$ cat src/rtl/divider_restoring_26b_pkg.sv
// Shared definitions for the 26-bit restoring divider: FSM encoding,
// default operand width and the iteration-counter width helper.
package divider_restoring_26b_pkg;

  // Divisor / quotient / remainder width; the dividend is twice as wide.
  localparam int DIV_WIDTH = 26;

  // Controller states. The encoding is fixed so external checkers can decode it.
  typedef enum logic [1:0] {
    ST_IDLE = 2'd0,
    ST_CALC = 2'd1,
    ST_DONE = 2'd2
  } div_state_t;

  // Width of the down-counter that walks WIDTH-1 .. 0.
  function automatic int div_cnt_w(input int width);
    return $clog2(width);
  endfunction

endpackage

$ cat src/rtl/divider_restoring_26b_step.sv
// One restoring-division iteration: shift the partial remainder left by one,
// bring in the next dividend bit, and subtract the divisor if it fits.
module divider_step #(
  parameter int WIDTH = 26
) (
  input  logic [WIDTH:0]   i_r,
  input  logic             i_q_msb,
  input  logic [WIDTH-1:0] i_divisor,
  output logic [WIDTH:0]   o_r,
  output logic             o_qbit
);

  logic [WIDTH:0] w_t;
  logic [WIDTH:0] w_d;
  logic [WIDTH:0] w_diff;

  assign w_t    = {i_r[WIDTH-1:0], i_q_msb};
  assign w_d    = {1'b0, i_divisor};
  assign w_diff = w_t - w_d;

  // A set R msb would be shifted out and means the shifted value certainly
  // exceeds the divisor. The top keeps R < divisor so it is normally zero.
  assign o_qbit = i_r[WIDTH] | (w_t >= w_d);
  assign o_r    = o_qbit ? w_diff : w_t;

endmodule

$ cat src/rtl/divider_restoring_26b.sv
// Sequential radix-2 restoring divider: 2W-bit dividend / W-bit divisor,
// one quotient bit per clock, start/busy/done handshake.
//
// Handshake: start is accepted only on a rising edge where busy=0 (state IDLE);
// dividend and divisor are sampled on that edge. busy stays high through CALC
// and DONE, and start is ignored (not queued) while busy. done is a one-cycle
// pulse in DONE; quotient, remainder and flags are valid from that cycle and
// held until the next accept. The FSM state lives in r_state for observation.
module divider_restoring_26b
  import divider_restoring_26b_pkg::*;
#(
  parameter int WIDTH = DIV_WIDTH
) (
  input  logic               clk,
  input  logic               rst,
  input  logic               start,
  input  logic [2*WIDTH-1:0] dividend,
  input  logic [WIDTH-1:0]   divisor,
  output logic               busy,
  output logic               done,
  output logic [WIDTH-1:0]   quotient,
  output logic [WIDTH-1:0]   remainder,
  output logic               div_by_zero,
  output logic               overflow
);

  localparam int CNT_W = div_cnt_w(WIDTH);

  div_state_t       r_state;
  div_state_t       w_state_next;
  logic [CNT_W-1:0] r_cnt;
  logic [WIDTH:0]   r_r;
  logic [WIDTH-1:0] r_q;
  logic [WIDTH-1:0] r_divisor;
  logic [WIDTH-1:0] r_quot;
  logic [WIDTH-1:0] r_rem;
  logic             r_dbz;
  logic             r_ovf;

  logic             w_accept;
  logic             w_last;
  logic             w_err_zero;
  logic             w_err_ovf;
  logic [WIDTH:0]   w_r_next;
  logic             w_qbit;

  // Error conditions evaluated on the incoming operands at the accept edge.
  // A dividend high half >= divisor would need more than WIDTH quotient bits.
  assign w_err_zero = (divisor == '0);
  assign w_err_ovf  = (dividend[2*WIDTH-1:WIDTH] >= divisor);

  divider_step #(
    .WIDTH(WIDTH)
  ) u_step (
    .i_r      (r_r),
    .i_q_msb  (r_q[WIDTH-1]),
    .i_divisor(r_divisor),
    .o_r      (w_r_next),
    .o_qbit   (w_qbit)
  );

  // State register.
  always_ff @(posedge clk) begin
    if (rst) begin
      r_state <= ST_IDLE;
    end else begin
      r_state <= w_state_next;
    end
  end

  // Next-state logic; errors skip CALC and report on the following cycle.
  always_comb begin
    w_state_next = r_state;
    w_accept     = 1'b0;
    w_last       = 1'b0;
    case (r_state)
      ST_IDLE: begin
        if (start) begin
          w_accept = 1'b1;
          if (w_err_zero || w_err_ovf) begin
            w_state_next = ST_DONE;
          end else begin
            w_state_next = ST_CALC;
          end
        end
      end
      ST_CALC: begin
        if (r_cnt == '0) begin
          w_last       = 1'b1;
          w_state_next = ST_DONE;
        end
      end
      ST_DONE: begin
        w_state_next = ST_IDLE;
      end
      default: begin
        w_state_next = ST_IDLE;
      end
    endcase
  end

  // Operand latch, iteration datapath and result registers. Results change
  // only on the error accept or on the final iteration, never mid-operation.
  always_ff @(posedge clk) begin
    if (rst) begin
      r_cnt     <= '0;
      r_r       <= '0;
      r_q       <= '0;
      r_divisor <= '0;
      r_quot    <= '0;
      r_rem     <= '0;
      r_dbz     <= 1'b0;
      r_ovf     <= 1'b0;
    end else if (w_accept) begin
      r_divisor <= divisor;
      r_r       <= {1'b0, dividend[2*WIDTH-1:WIDTH]};
      r_q       <= dividend[WIDTH-1:0];
      r_cnt     <= CNT_W'(WIDTH - 1);
      r_dbz     <= 1'b0;
      r_ovf     <= 1'b0;
      if (w_err_zero) begin
        r_dbz  <= 1'b1;
        r_quot <= '1;
        r_rem  <= '0;
      end else if (w_err_ovf) begin
        r_ovf  <= 1'b1;
        r_quot <= '1;
        r_rem  <= '0;
      end
    end else if (r_state == ST_CALC) begin
      r_r   <= w_r_next;
      r_q   <= {r_q[WIDTH-2:0], w_qbit};
      r_cnt <= r_cnt - 1'b1;
      if (w_last) begin
        r_quot <= {r_q[WIDTH-2:0], w_qbit};
        r_rem  <= w_r_next[WIDTH-1:0];
      end
    end
  end

  assign busy        = (r_state != ST_IDLE);
  assign done        = (r_state == ST_DONE);
  assign quotient    = r_quot;
  assign remainder   = r_rem;
  assign div_by_zero = r_dbz;
  assign overflow    = r_ovf;

endmodule

$ cat config.mk
export PLATFORM = sky130hd
export DESIGN_NAME = divider_restoring_26b
export DESIGN_NICKNAME = d
export VERILOG_FILES = /design/src/rtl/divider_restoring_26b_pkg.sv /design/src/rtl/divider_restoring_26b_step.sv /design/src/rtl/divider_restoring_26b.sv
export SDC_FILE = /design/constraint.sdc
export NUM_CORES = 1
export LEC_CHECK = 0
export ABC_AREA = 1
export BUFFER_PORTS_ARGS = -buffer_cell sky130_fd_sc_hd__buf_2
export CORE_MARGIN = 3
export CORE_UTILIZATION = 50
export CTS_CLUSTER_DIAMETER = 40
export DETAILED_ROUTE_END_ITERATION = 6
export GPL_TIMING_DRIVEN = 0
export PLACE_DENSITY_LB_ADDON = 0.3
export SLEW_MARGIN = 20
export SYNTH_ARGS = -nofsm -noshare
export SYNTH_HDL_FRONTEND = slang
export SYNTH_SLANG_ARGS = --single-unit
$ cat constraint.sdc
create_clock -name clk -period 2.5 [get_ports clk]
set_input_delay 0 -clock clk [delete_from_list [all_inputs] [get_ports clk]]
set_output_delay 0 -clock clk [all_outputs]
set_load 0.05 [all_outputs]
# Word-level counts from Yosys, hierarchy flattened

Cells that the tools add are included.

Flip-flop bits (word level): 140
Input bits: 81
Output and inout port bits: 56

$add $sub $neg: 2
$lt $le $gt $ge: 2
Equality and inequality tests: 5
Mux-type cells: 28
Bitwise operators: 1
Reduce and logical (&&, ||, !) cells: 10

Operator list:

| kind                                                                | count |
|---|---|
| 26-bit 2-to-1 mux                                                   | 14 |
| 27-bit by 26-bit greater-or-equal comparator with 1-bit output      | 1 |
| 27-bit 2-to-1 mux                                                   | 1 |
| 27-bit by 26-bit subtractor with 27-bit output                      | 1 |
| 26-bit greater-or-equal comparator                                  | 1 |
| 26-bit zero test                                                    | 1 |
| 5-bit 2-to-1 mux                                                    | 2 |
| 1-bit 2-to-1 mux                                                    | 7 |
| 2-bit 2-to-1 mux                                                    | 3 |
| 2-bit nonzero test                                                  | 3 |
| 5-bit zero test                                                     | 1 |
| 5-bit by 1-bit subtractor with 5-bit output (second input constant) | 1 |
| 2-bit != test (second input constant)                               | 2 |
| 2-bit case mux with 2 select lines                                  | 1 |
| 3-bit by 1-bit != test with 1-bit output (second input constant)    | 1 |
| 3-bit AND reduction                                                 | 1 |
| 2-bit by 1-bit == test with 1-bit output (second input constant)    | 1 |
| 2-bit == test (second input constant)                               | 1 |
| 2-bit zero test                                                     | 1 |
| 2-bit AND reduction                                                 | 1 |
| 2-bit OR reduction                                                  | 1 |
| 1-bit logical OR                                                    | 1 |
| 1-bit OR                                                            | 1 |

# Longest topological paths before layout

Gate-level depths: netlist of the first run.

Word-level depth: 6
Gate-level depth with buffers: 19
Mapped depth without buffers: 18

# Cells and area by module

A second synthesis of the first run with hierarchy kept.

Cell total of the unflattened synthesis: 1493
Area, all modules: 9434.0 µm²

By module, submodules not included:

| module                | times used | cells an instance | area each (µm²) | sequential area each (µm²) |
|---|---|---|---|---|
| divider_restoring_26b | 1          | 972               | 6867.8          | 2802.7 |
| divider_step          | 1          | 521               | 2566.2          | 0.0 |

# Least setup slack after synthesis of the first run

Ideal clock, no wire load.

Kind: register -> register
Start: register r_divisor[18]
End: register r_rem[13], in the netlist remainder[13]
Setup time: 0.112 ns
Arrival time: 1.868 ns
Required time: 2.388 ns
Path slack: 0.520 ns
Cell stages (with the launch flop): 17
Buffers on the path: 2
Path through: dfxtp_1 inv_1 ha_1 nand2_2 inv_1 nand2_1 nand2_1 a21oi_1 nand3_2 nand2_2 nand2_4 buf_6 buf_6 nand4_1 nand2_1 nor2_1 nor2_2

Longest elaborated chain between the ends: 6

Ends and longest elaborated chain:

| item                                                           | line                             | text |
|---|---|---|
| from (decl)                                                    | divider_restoring_26b.sv:34      | `logic [WIDTH-1:0] r_divisor;` |
| from (signal assigned)                                         | divider_restoring_26b.sv:115     | `r_divisor <= divisor;` |
| 27-bit by 26-bit greater-or-equal comparator with 1-bit output | divider_restoring_26b_step.sv:23 | `assign o_qbit = i_r[WIDTH] \| (w_t >= w_d);` |
| 1-bit OR                                                       | divider_restoring_26b_step.sv:23 |  |
| 27-bit 2-to-1 mux                                              | divider_restoring_26b_step.sv:24 | `assign o_r = o_qbit ? w_diff : w_t;` |
| 26-bit 2-to-1 mux                                              | divider_restoring_26b.sv:134     | `if (w_last) begin` |
| 26-bit 2-to-1 mux                                              | divider_restoring_26b.sv:130     | `end else if (r_state == ST_CALC) begin` |
| 26-bit 2-to-1 mux                                              | divider_restoring_26b.sv:114     | `end else if (w_accept) begin` |
| to (signal assigned)                                           | divider_restoring_26b.sv:136     | `r_rem <= w_r_next[WIDTH-1:0];` |
| to (decl)                                                      | divider_restoring_26b.sv:36      | `logic [WIDTH-1:0] r_rem;` |

No other way between the ends. The select of a mux whose other input is x is not followed.
A chain may end at the register's enable or synchronous reset.

# Worst setup path in the final report of the first run

Start: register r_divisor[18]
End: register r_r[13]

Longest elaborated chain between the ends: 5

Ends and longest elaborated chain:

| item                                                           | line                             | text |
|---|---|---|
| 27-bit by 26-bit greater-or-equal comparator with 1-bit output | divider_restoring_26b_step.sv:23 |  |
| 1-bit OR                                                       | divider_restoring_26b_step.sv:23 |  |
| 27-bit 2-to-1 mux                                              | divider_restoring_26b_step.sv:24 |  |
| 26-bit 2-to-1 mux                                              | divider_restoring_26b.sv:130     |  |
| 26-bit 2-to-1 mux                                              | divider_restoring_26b.sv:114     |  |
| to (signal assigned)                                           | divider_restoring_26b.sv:116     | `r_r <= {1'b0, dividend[2*WIDTH-1:WIDTH]};` |
| to (signal assigned)                                           | divider_restoring_26b.sv:131     | `r_r <= w_r_next;` |
| to (decl)                                                      | divider_restoring_26b.sv:32      | `logic [WIDTH:0] r_r;` |

No other way between the ends. The select of a mux whose other input is x is not followed.

==> results.toml, run 1 <==
[status]
status = "completed"

[clock_tree]
clkSinkCount = 140
clockRootBuffer = "clkbuf_16"
clock_latency_ns = 0.43
cts_made_buffers = 17
cts_max_level = 4
clk_path_buf_depth = 2
cts_tree = "built"
clkTransAtPathRegs_ns = 0.07

[timing]
min_period_ns = 2.39
fmax_mhz = 419
drv_slew = 0
clock_skew_ns = 0.00821
fin_crit_sh_pct = 95.5
fin_ws_ns = 0.112
relSlewSlack_pct = 49.5
hold_ws_ns = 0.0106
setup_viol = 0
finalSetupTns_ns = 0
timing_worst_slew_pin_value_ns = 0.757
hold_viol = 0

[synth]
synthSimpleGateAreaFrac_pct = 33.2
netlist.area_leader.share_pct = 32.0
synth_top_family_by_area = "simple AND/OR/NAND/NOR gates"
avgSynthCellArea_um2 = 6.40
synthAdderAreaFrac_pct = 7.95
synth_xor_area_share_pct = 1.30
ys_top_cells_by_area = "dfxtp_1 (32%), nand2_1 (17%), nor2_1 (8.1%), inv_1 (7.9%), ha_1 (7.7%)"
ys_types = 41
syn_inst = 1366
yosys_warnings = 0
ys_ff_latch = 140
ys_seq_area_share_pct = 32.0
synth_top_area_cell = "dfxtp_1"
synthesis.nets = 1502
synth.area.mux_share_pct = 0
synth_compound_area_share_pct = 14.0
synth_area_mm2 = 0.00875

[global_routing]
grt_pass1_vias = 9194
grt_max_degree = 17
antenna_found_initial = 1
gr-usage-all-layers_pct = 29.5
grt_remaining_overflow = 0
grt_pass1_wl_um = 46100

[run]
cap_violations = 0

[routing]
met2_length_um = 13300
top_layer_used = "met4"
ant_nets = 0
dr_wl_met3_um = 2400
drt-met1-wl_um = 12200
drcViolationCount = 0
viasPerCell = 5.36
wl_per_cell_um = 15.9
drt_iter0_drc = 870
routed-via-count = 9767
routed_wl_um = 29000
drtPass1Iterations = 7

[cells_and_area]
most-common-layout-cells = "nand2_1 (400), inv_1 (185), nor2_1 (184), buf_2 (154), dfxtp_1 (140)"
final_nets = 1723
final_cells = 1821
n_fill_cell = 1517
layout-drive-gt1-share_pct = 16.1
layout_commonest_cell = "nand2_1"
area_growth_pct = 26.7

[worst_setup_path]
path_cells = "inv_1 > ha_2 > nand2_2 > nor2_4 > inv_2 > nor2_4 > nand2_1 > nand3_2 > nand2_2 > nand2_4 > buf_6 > buf_6 > nand4_1 > nand2_1 > nand2_1 > nand2_1"
required_ns = 2.88
path_class = "flip-flop to flip-flop"
crit_path_end_kind = "flip-flop"
arrival_ns = 2.77
cpMostUsedCell = "nand2_1"
cp-start-kind = "flip-flop"
cp_slowest_stage_delay_ns = 0.40
cp_slowest_cell = "ha_2"
cp_max_fo = 10

[floorplan]
placementRows = 47
num_io_pins = 137
coreArea_mm2 = 0.0169
initial_utilization_pct = 51.8
die-area_mm2 = 0.0191
die_h_um = 138
chipWidth_um = 138

[place]
place_congestion = 0.952
place_inst = 1722
place_ws_ns = -0.139
hpwl_um = 21400
port_buffers = 136

[power]
ir_worst_vdd_uv = 684
p_leak_nw = 5.88
p_per_area_mw_per_mm2 = 1050

[worst_hold_path]
hold_class = "input port to flip-flop"
[path summary, 6_finish.rpt]
check                 from            end  slack, ns  cells after the start
max          r_divisor[18]        r_r[13]       0.11                     16
min            dividend[4]         r_q[4]       0.01                      5
max reg2reg  r_divisor[18]        r_r[13]       0.11                     16
min reg2reg  r_divisor[10]  r_divisor[10]       0.46                      2
[worst max-delay path: cells and delay by family, from the launching register on]
kind                       cells  cell delay [ns]
and+or+nand+nor               11             1.17
buffers and inverters          4             0.45
adders and majority gates      1             0.40
DFF                            1             0.31
[synthesized netlist by cell type, drive strengths merged]
| cell type | instances |
|---|---|
| nor3 | 4 |
| o21a | 1 |
| clkinv | 2 |
| nand2 | 408 |
| o21bai | 6 |
| o21ai | 74 |
| nor3b | 1 |
| dfxtp | 140 |
| and2 | 1 |
| clkbuf | 28 |
| nand3b | 4 |
| nor2 | 200 |
| xor2 | 12 |
| buf | 28 |
| inv | 192 |
| a21oi | 78 |
| o211ai | 25 |
| a22oi | 1 |
| a22o | 24 |
| or2 | 1 |
| a31oi | 1 |
| fa | 1 |
| nor4 | 1 |
| nand3 | 60 |
| ha | 54 |
| xnor2 | 1 |
| nand4 | 18 |
[through the flow]
stage                     power [mW]  instance area [um^2]  utilization (%)
after floorplan                 7.11                  8750                -
after global placement          8.51                  9700             57.5
after detailed placement        8.58                  9700             57.5
after CTS                       11.2                 10900             64.8
after global routing            12.3                 11100             65.7
final                           11.6                 11100             65.7
[where the power goes]
part	internal (mW)	switching (mW)	total (mW)	leakage [nW]
logic	2.03	4.12	6.15	4.44
clock network	1.41	1.13	2.54	0.275
registers	2.64	0.267	2.91	1.16
total	6.08	5.52	11.6	5.88
[final cells by class]
| cell class | count | area (um^2) | area share [%] |
|---|---|---|---|
| flip-flops and latches | 140 | 2800 | 25.3 |
| plain buffers | 56 | 288 | 2.60 |
| diodes | 1 | 2.50 | 0.0226 |
| clock buffers | 18 | 429 | 3.87 |
| inverters | 194 | 728 | 6.57 |
| multi-input cells | 976 | 5060 | 45.7 |
| repair buffers | 202 | 1340 | 12.1 |
| clock inverters | 14 | 153 | 1.38 |
| well taps | 220 | 275 | 2.48 |
[routing by layer]
layer / vias to the layer above / global-route usage [%]
li1: 4775 / -
met1: 4451 / 38.5
met2: 466 / 48.6
met3: 75 / 5.08
met4: 0 / 11.8
met5: - / 0
[flip-flops by register name (all words and copies together) (netlist names)]
register and count:
r_r 27, div_by_zero 1, r_divisor 26, quotient 26, remainder 26, r_q 26
r_state 2, overflow 1, r_cnt 5
[logic make-up after synthesis]
| family | Yosys count |
|---|---|
| AO/OA/AOI/OAI | 210 |
| AND/OR/NAND/NOR | 698 |
| XOR/XNOR | 13 |
| flip-flops | 140 |
| buffers and inverters | 250 |
| adder cells (fa/ha/maj) | 55 |
[repair_timing]
action / 4_1_cts / 5_1_grt
resized for setup: 4 / 31
pin swaps: 1 / 1
endpoints found under the hold margin: 66 / 0
setup buffers: 2 / 2
setup endpoints to repair: 32 / 81
hold buffers: 62 / 0
(Power assumes the default switching activity.)
==> run 2, diff against run 1 <==
- ABC_AREA: 1 -> unset
- CTS_BUF_LIST: unset -> sky130_fd_sc_hd__clkbuf_2
==> results.toml, run 2 <==
[status]
status = "complete, but fails checks"
violations = "design-rule violations, negative setup slack"

[cells_and_area]
design_area_mm2 = 0.0115
final_cells = 1563
final_nets = 1474
most-common-layout-cells = "nor2_1 (166), buf_2 (139), nand2_1 (136), dfxtp_1 (108), dlygate4sd3_1 (106)"
regMostFlops = "r_r"
layout-drive-gt1-share_pct = 29.8
area_growth_pct = 45.6
fin_util_pct = 75.1
largest_register_ffs = 27
layout_commonest_cell = "nor2_1"

[worst_hold_path]
hold_class = "input port to flip-flop"

[floorplan]
chipWidth_um = 132
coreArea_mm2 = 0.0154
die-area_mm2 = 0.0174
die_h_um = 132
num_io_pins = 137
placementRows = 45
initial_utilization_pct = 51.6

[place]
hpwl_um = 19300
place_congestion = 0.969
place_inst = 1380
port_buffers = 136
post_dp_cell_area_mm2 = 0.00893
place_ws_ns = -0.504

[timing]
fin_crit_sh_pct = 111
clock_skew_ns = 0.0458
hold_viol = 0
timing_worst_slew_pin_value_ns = 0.996
hold_ws_ns = 0.0187
setup_viol = 55
min_period_ns = 2.78
finalSetupTns_ns = -10.61
fmax_mhz = 360
fin_ws_ns = -0.281
rsz0062_at_grt = "yes"
drv_slew = 0
relSlewSlack_pct = 33.6

[synth]
synthesis.nets = 1169
synth_compound_area_share_pct = 20.1
synth_flop_cell = "dfxtp_1"
ys_ff_latch = 140
synthAdderAreaFrac_pct = 8.77
synth_top_family_by_area = "simple AND/OR/NAND/NOR gates"
ys_seq_area_share_pct = 35.3
syn_inst = 1033
synth_commonest_cells = "nor2_1 (176), nand2_1 (145), dfxtp_1 (140)"
synth-edff-count = 0
synthSimpleGateAreaFrac_pct = 24.0
synth_top_area_cell = "dfxtp_1"
postSynth.asyncResetShare_pct = 0
ys_types = 65
netlist.area_leader.share_pct = 35.3
ys_top_cells_by_area = "dfxtp_1 (35%), ha_1 (8.5%), nor2_1 (8.3%), nand2_1 (6.9%), a21oi_1 (4.9%)"
yosys_warnings = 0
synth_area_mm2 = 0.00793
synth_xor_area_share_pct = 3.09
synth.area.mux_share_pct = 2.15
synth.most_common_cell = "nor2_1"
avgSynthCellArea_um2 = 7.68

[worst_setup_path]
cp_slowest_cell = "dfxtp_1"
path_class = "flip-flop to flip-flop"
required_ns = 3.20
cp-start-kind = "flip-flop"
arrival_ns = 3.48
crit_buf_inv = 2
cp_slowest_stage_delay_ns = 0.46
cp_max_fo = 8
crit_path_end_kind = "flip-flop"
crit_family = "simple AND/OR/NAND/NOR gates"
path_cells = "ha_4 > and2_4 > and3_4 > or3b_1 > a211oi_2 > nor3_2 > buf_6 > buf_8 > mux2i_1 > nor2_2 > nor2_1 > nor3_1"

[power]
switchingPower_mw = 4.74
combPwrFrac_pct = 60.2
p_per_area_mw_per_mm2 = 891
ir_worst_vdd_uv = 506
switching_share_pct = 46.1
intPower_mw = 5.54
p_clk_share_pct = 12.7
total_power_mw = 10.3
p_leak_nw = 4.93
seqPwrFrac_pct = 27.1

[clock_tree]
clk_path_buf_depth = 2
cts_made_buffers = 17
cts_max_level = 4
cts_tree = "built"
clockRootBuffer = "clkbuf_2"
clkSinkCount = 140
clkTransAtPathRegs_ns = 0.27
clock_latency_ns = 0.80

[global_routing]
antenna_found_initial = 1
grt_pass1_vias = 8600
grt_remaining_overflow = 0
gr-usage-all-layers_pct = 31.7
grt_max_degree = 17
grt_pass1_wl_um = 44500

[routing]
viasPerCell = 5.95
drt_iter0_drc = 967
routed-via-count = 9302
drcViolationCount = 1
routed_wl_um = 31200
drtPass1Iterations = 7
wl_per_cell_um = 20.0
ant_nets = 0

[run]
cap_violations = 0
-- run 2: layer usage --
| metal | GRT usage (%) | share of wire, % | wire length (um) |
|---|---|---|---|
| met1 | 40.5 | 39 | 12100 |
| met2 | 51.9 | 47 | 14600 |
| met3 | 7.52 | 9.3 | 2900 |
| met4 | 12.2 | 5.2 | 1630 |
| met5 | 0 | 0 | 0 |
-- run 2: kinds of logic (layout without fill, tap and decap cells) --
group	Yosys count	count (layout)
AO/OA/AOI/OAI	229	229
XOR/XNOR	28	28
adder cells (fa/ha/maj)	55	55
buffers and inverters	127	445
flip-flops	140	140
multiplexers	17	17
other	0	1
AND/OR/NAND/NOR	437	437
-- run 2: final timing paths --
check / to / startpoint / slack (ns) / depth (start not counted)
worst min register to register: r_divisor[11] / r_divisor[11] / 0.47 / 2
worst min-delay path: r_q[19] / dividend[19] / 0.02 / 4
worst max register to register: r_r[1] / r_r[16] / -0.28 / 12
worst max-delay path: r_r[1] / r_r[16] / -0.28 / 12
-- run 2: tightest hold or removal path, cell delays in order --
cell and delay [ns]:
dlygate4sd3_1 0.53, buf_2 0.12, nor2_1 0.09, a311oi_1 0.05
-- run 2: power by group through the flow --
stage	Sequential, mW	Clock (mW)	Combinational [mW]
4_1_cts	2.74	1.29	4.72
3_5_place_dp	2.76	0	3.84
3_3_place_gp	2.75	0	3.80
5_1_grt	2.82	1.38	6.47
6_report	2.79	1.30	6.19
2_1_floorplan	3.08	0	2.55
-- run 2: timing repair --
item,4_1_cts,5_1_grt
setup endpoints to repair,55,81
setup buffers,17,33
gates resized for setup,85,142
hold buffers,105,1
endpoints found under the hold margin,104,1
pin swaps,52,82
cloned,1,1
-- run 2: cell type report --
cell class,instances,area [um^2]
buffer,58,294
clock buffer,17,85.1
timing repair buffer,292,2210
clock inverter,15,125
inverter,63,241
multi-input combinational,766,5480
tap,211,264
antenna,1,2.50
fill,1070,3830
sequential,140,2850
==> run 3, diff against run 2 <==
- RECOVER_POWER: unset -> 100
==> results.toml, run 3 (synthesis results as in run 2) <==
[status]
status = "complete, but fails checks"
violations = "design-rule violations, negative setup slack"

[cells_and_area]
layout-drive-gt1-share_pct = 25.6
fin_util_pct = 74.7
final_cells = 1563
final_nets = 1474
layout_commonest_cell = "nor2_1"
regMostFlops = "r_r"
most-common-layout-cells = "nor2_1 (166), nand2_1 (136), dfxtp_1 (108), dlygate4sd3_1 (106), clkbuf_1 (97)"
largest_register_ffs = 27
area_growth_pct = 44.7

[worst_setup_path]
cp_max_fo = 8
cp_slowest_stage_delay_ns = 0.45
cp-start-kind = "flip-flop"
path_class = "flip-flop to flip-flop"
cp_slowest_cell = "dfxtp_1"
crit_family = "simple AND/OR/NAND/NOR gates"
arrival_ns = 3.47
path_cells = "ha_4 > and2_4 > and3_4 > or3b_1 > a211oi_2 > nor3_2 > buf_6 > buf_8 > mux2i_1 > nor2_2 > nor2_1 > nor3_1"
crit_buf_inv = 2
crit_path_end_kind = "flip-flop"
required_ns = 3.19

[timing]
setup_viol = 55
timing_worst_slew_pin_value_ns = 0.972
relSlewSlack_pct = 35.2
fin_ws_ns = -0.283
rsz0062_at_grt = "yes"
drv_slew = 0
hold_viol = 0
min_period_ns = 2.78
clock_skew_ns = 0.0433
fmax_mhz = 359
fin_crit_sh_pct = 111

[global_routing]
gr-usage-all-layers_pct = 31.7
grt_max_degree = 17
antenna_found_initial = 1
grt_pass1_wl_um = 44500
grt_pass1_vias = 8600
grt_remaining_overflow = 0

[power]
p_leak_nw = 4.70
seqPwrFrac_pct = 27.2
intPower_mw = 5.51
combPwrFrac_pct = 60.0
switchingPower_mw = 4.74
switching_share_pct = 46.2
total_power_mw = 10.3
p_clk_share_pct = 12.8
p_per_area_mw_per_mm2 = 893
ir_worst_vdd_uv = 500

[floorplan]
die-area_mm2 = 0.0174
placementRows = 45
num_io_pins = 137
initial_utilization_pct = 51.6
chipWidth_um = 132
die_h_um = 132
coreArea_mm2 = 0.0154

[routing]
wl_per_cell_um = 19.9
routed-via-count = 9320
drtPass1Iterations = 7
drcViolationCount = 7
ant_nets = 0
routed_wl_um = 31200
viasPerCell = 5.96
drt_iter0_drc = 966

[place]
place_ws_ns = -0.504
port_buffers = 136
place_congestion = 0.969
hpwl_um = 19300
place_inst = 1380

[worst_hold_path]
hold_class = "input port to flip-flop"

[clock_tree]
clkSinkCount = 140
cts_made_buffers = 17
clock_latency_ns = 0.80
clk_path_buf_depth = 2
cts_max_level = 4
clkTransAtPathRegs_ns = 0.26
clockRootBuffer = "clkbuf_2"
cts_tree = "built"

[run]
cap_violations = 0
## run 3: cell types whose count changed in the layout (fill, tap and decap cells not counted), sizes merged
cell	change
buf	-56
clkbuf	+56
## run 3: final timing paths
kind | from | endpoint | slack (ns) | cells past startpoint
worst max-delay path | r_r[16] | r_r[1] | -0.28 | 12
worst min-delay path | dividend[19] | r_q[19] | 0.02 | 4
worst max register to register | r_r[16] | r_r[1] | -0.28 | 12
worst min register to register | r_divisor[11] | r_divisor[11] | 0.47 | 2
## run 3: layout make-up
cell class,instances,area (um^2)
Antenna cell,1,2.50
Buffer,58,294
Clock buffer,17,85.1
Clock inverter,15,125
Fill cell,1104,3900
Inverter,63,241
Multi-Input combinational cell,766,5480
Sequential cell,140,2850
Tap cell,211,264
Timing Repair Buffer,292,2140
## run 3: through the flow
stage | TNS, ns | instance area, um^2 | hold WS, ns
2_1_floorplan | -0.00896 | 7990 | 0.136
3_3_place_gp | -26.04 | 8930 | 0.258
3_5_place_dp | -28.24 | 8930 | 0.265
4_1_cts | -7.52 | 10700 | 0.000275
5_1_grt | -13.44 | 11500 | 0.0274
6_report | -9.56 | 11500 | 0.0174
## run 3: per-layer routing
| metal | global-route usage, % | share of wire, % | vias up |
|---|---|---|---|
| met5 | 0 | 0 | - |
| met4 | 12.2 | 5.2 | 0 |
| met3 | 7.52 | 9.7 | 170 |
| met2 | 51.9 | 47 | 599 |
| met1 | 40.5 | 38 | 4356 |
| li1 | - | - | 4195 |
## run 3: timing repair
item	CTS	global route
setup buffers	17	33
setup endpoints to repair	55	81
resized for setup	85	142
hold buffers	105	1
gates cloned	1	1
pin swaps	52	82
hold endpoints to repair	104	1
## run 3: tightest hold or removal path: cells and delay by family
family	cells	cell delay, ns
and+or+nand+nor	1	0.09
AOI/OAI and AO/OA	1	0.05
buffers and inverters	2	0.65
## run 3: power groups by stage
| stage | Sequential, mW | Clock, mW | Combinational [mW] |
|---|---|---|---|
| finish | 2.79 | 1.31 | 6.15 |
| global route | 2.82 | 1.38 | 6.44 |
| CTS | 2.74 | 1.29 | 4.72 |
| detailed placement | 2.76 | 0 | 3.84 |
| global placement | 2.75 | 0 | 3.80 |
| floorplan | 3.08 | 0 | 2.55 |
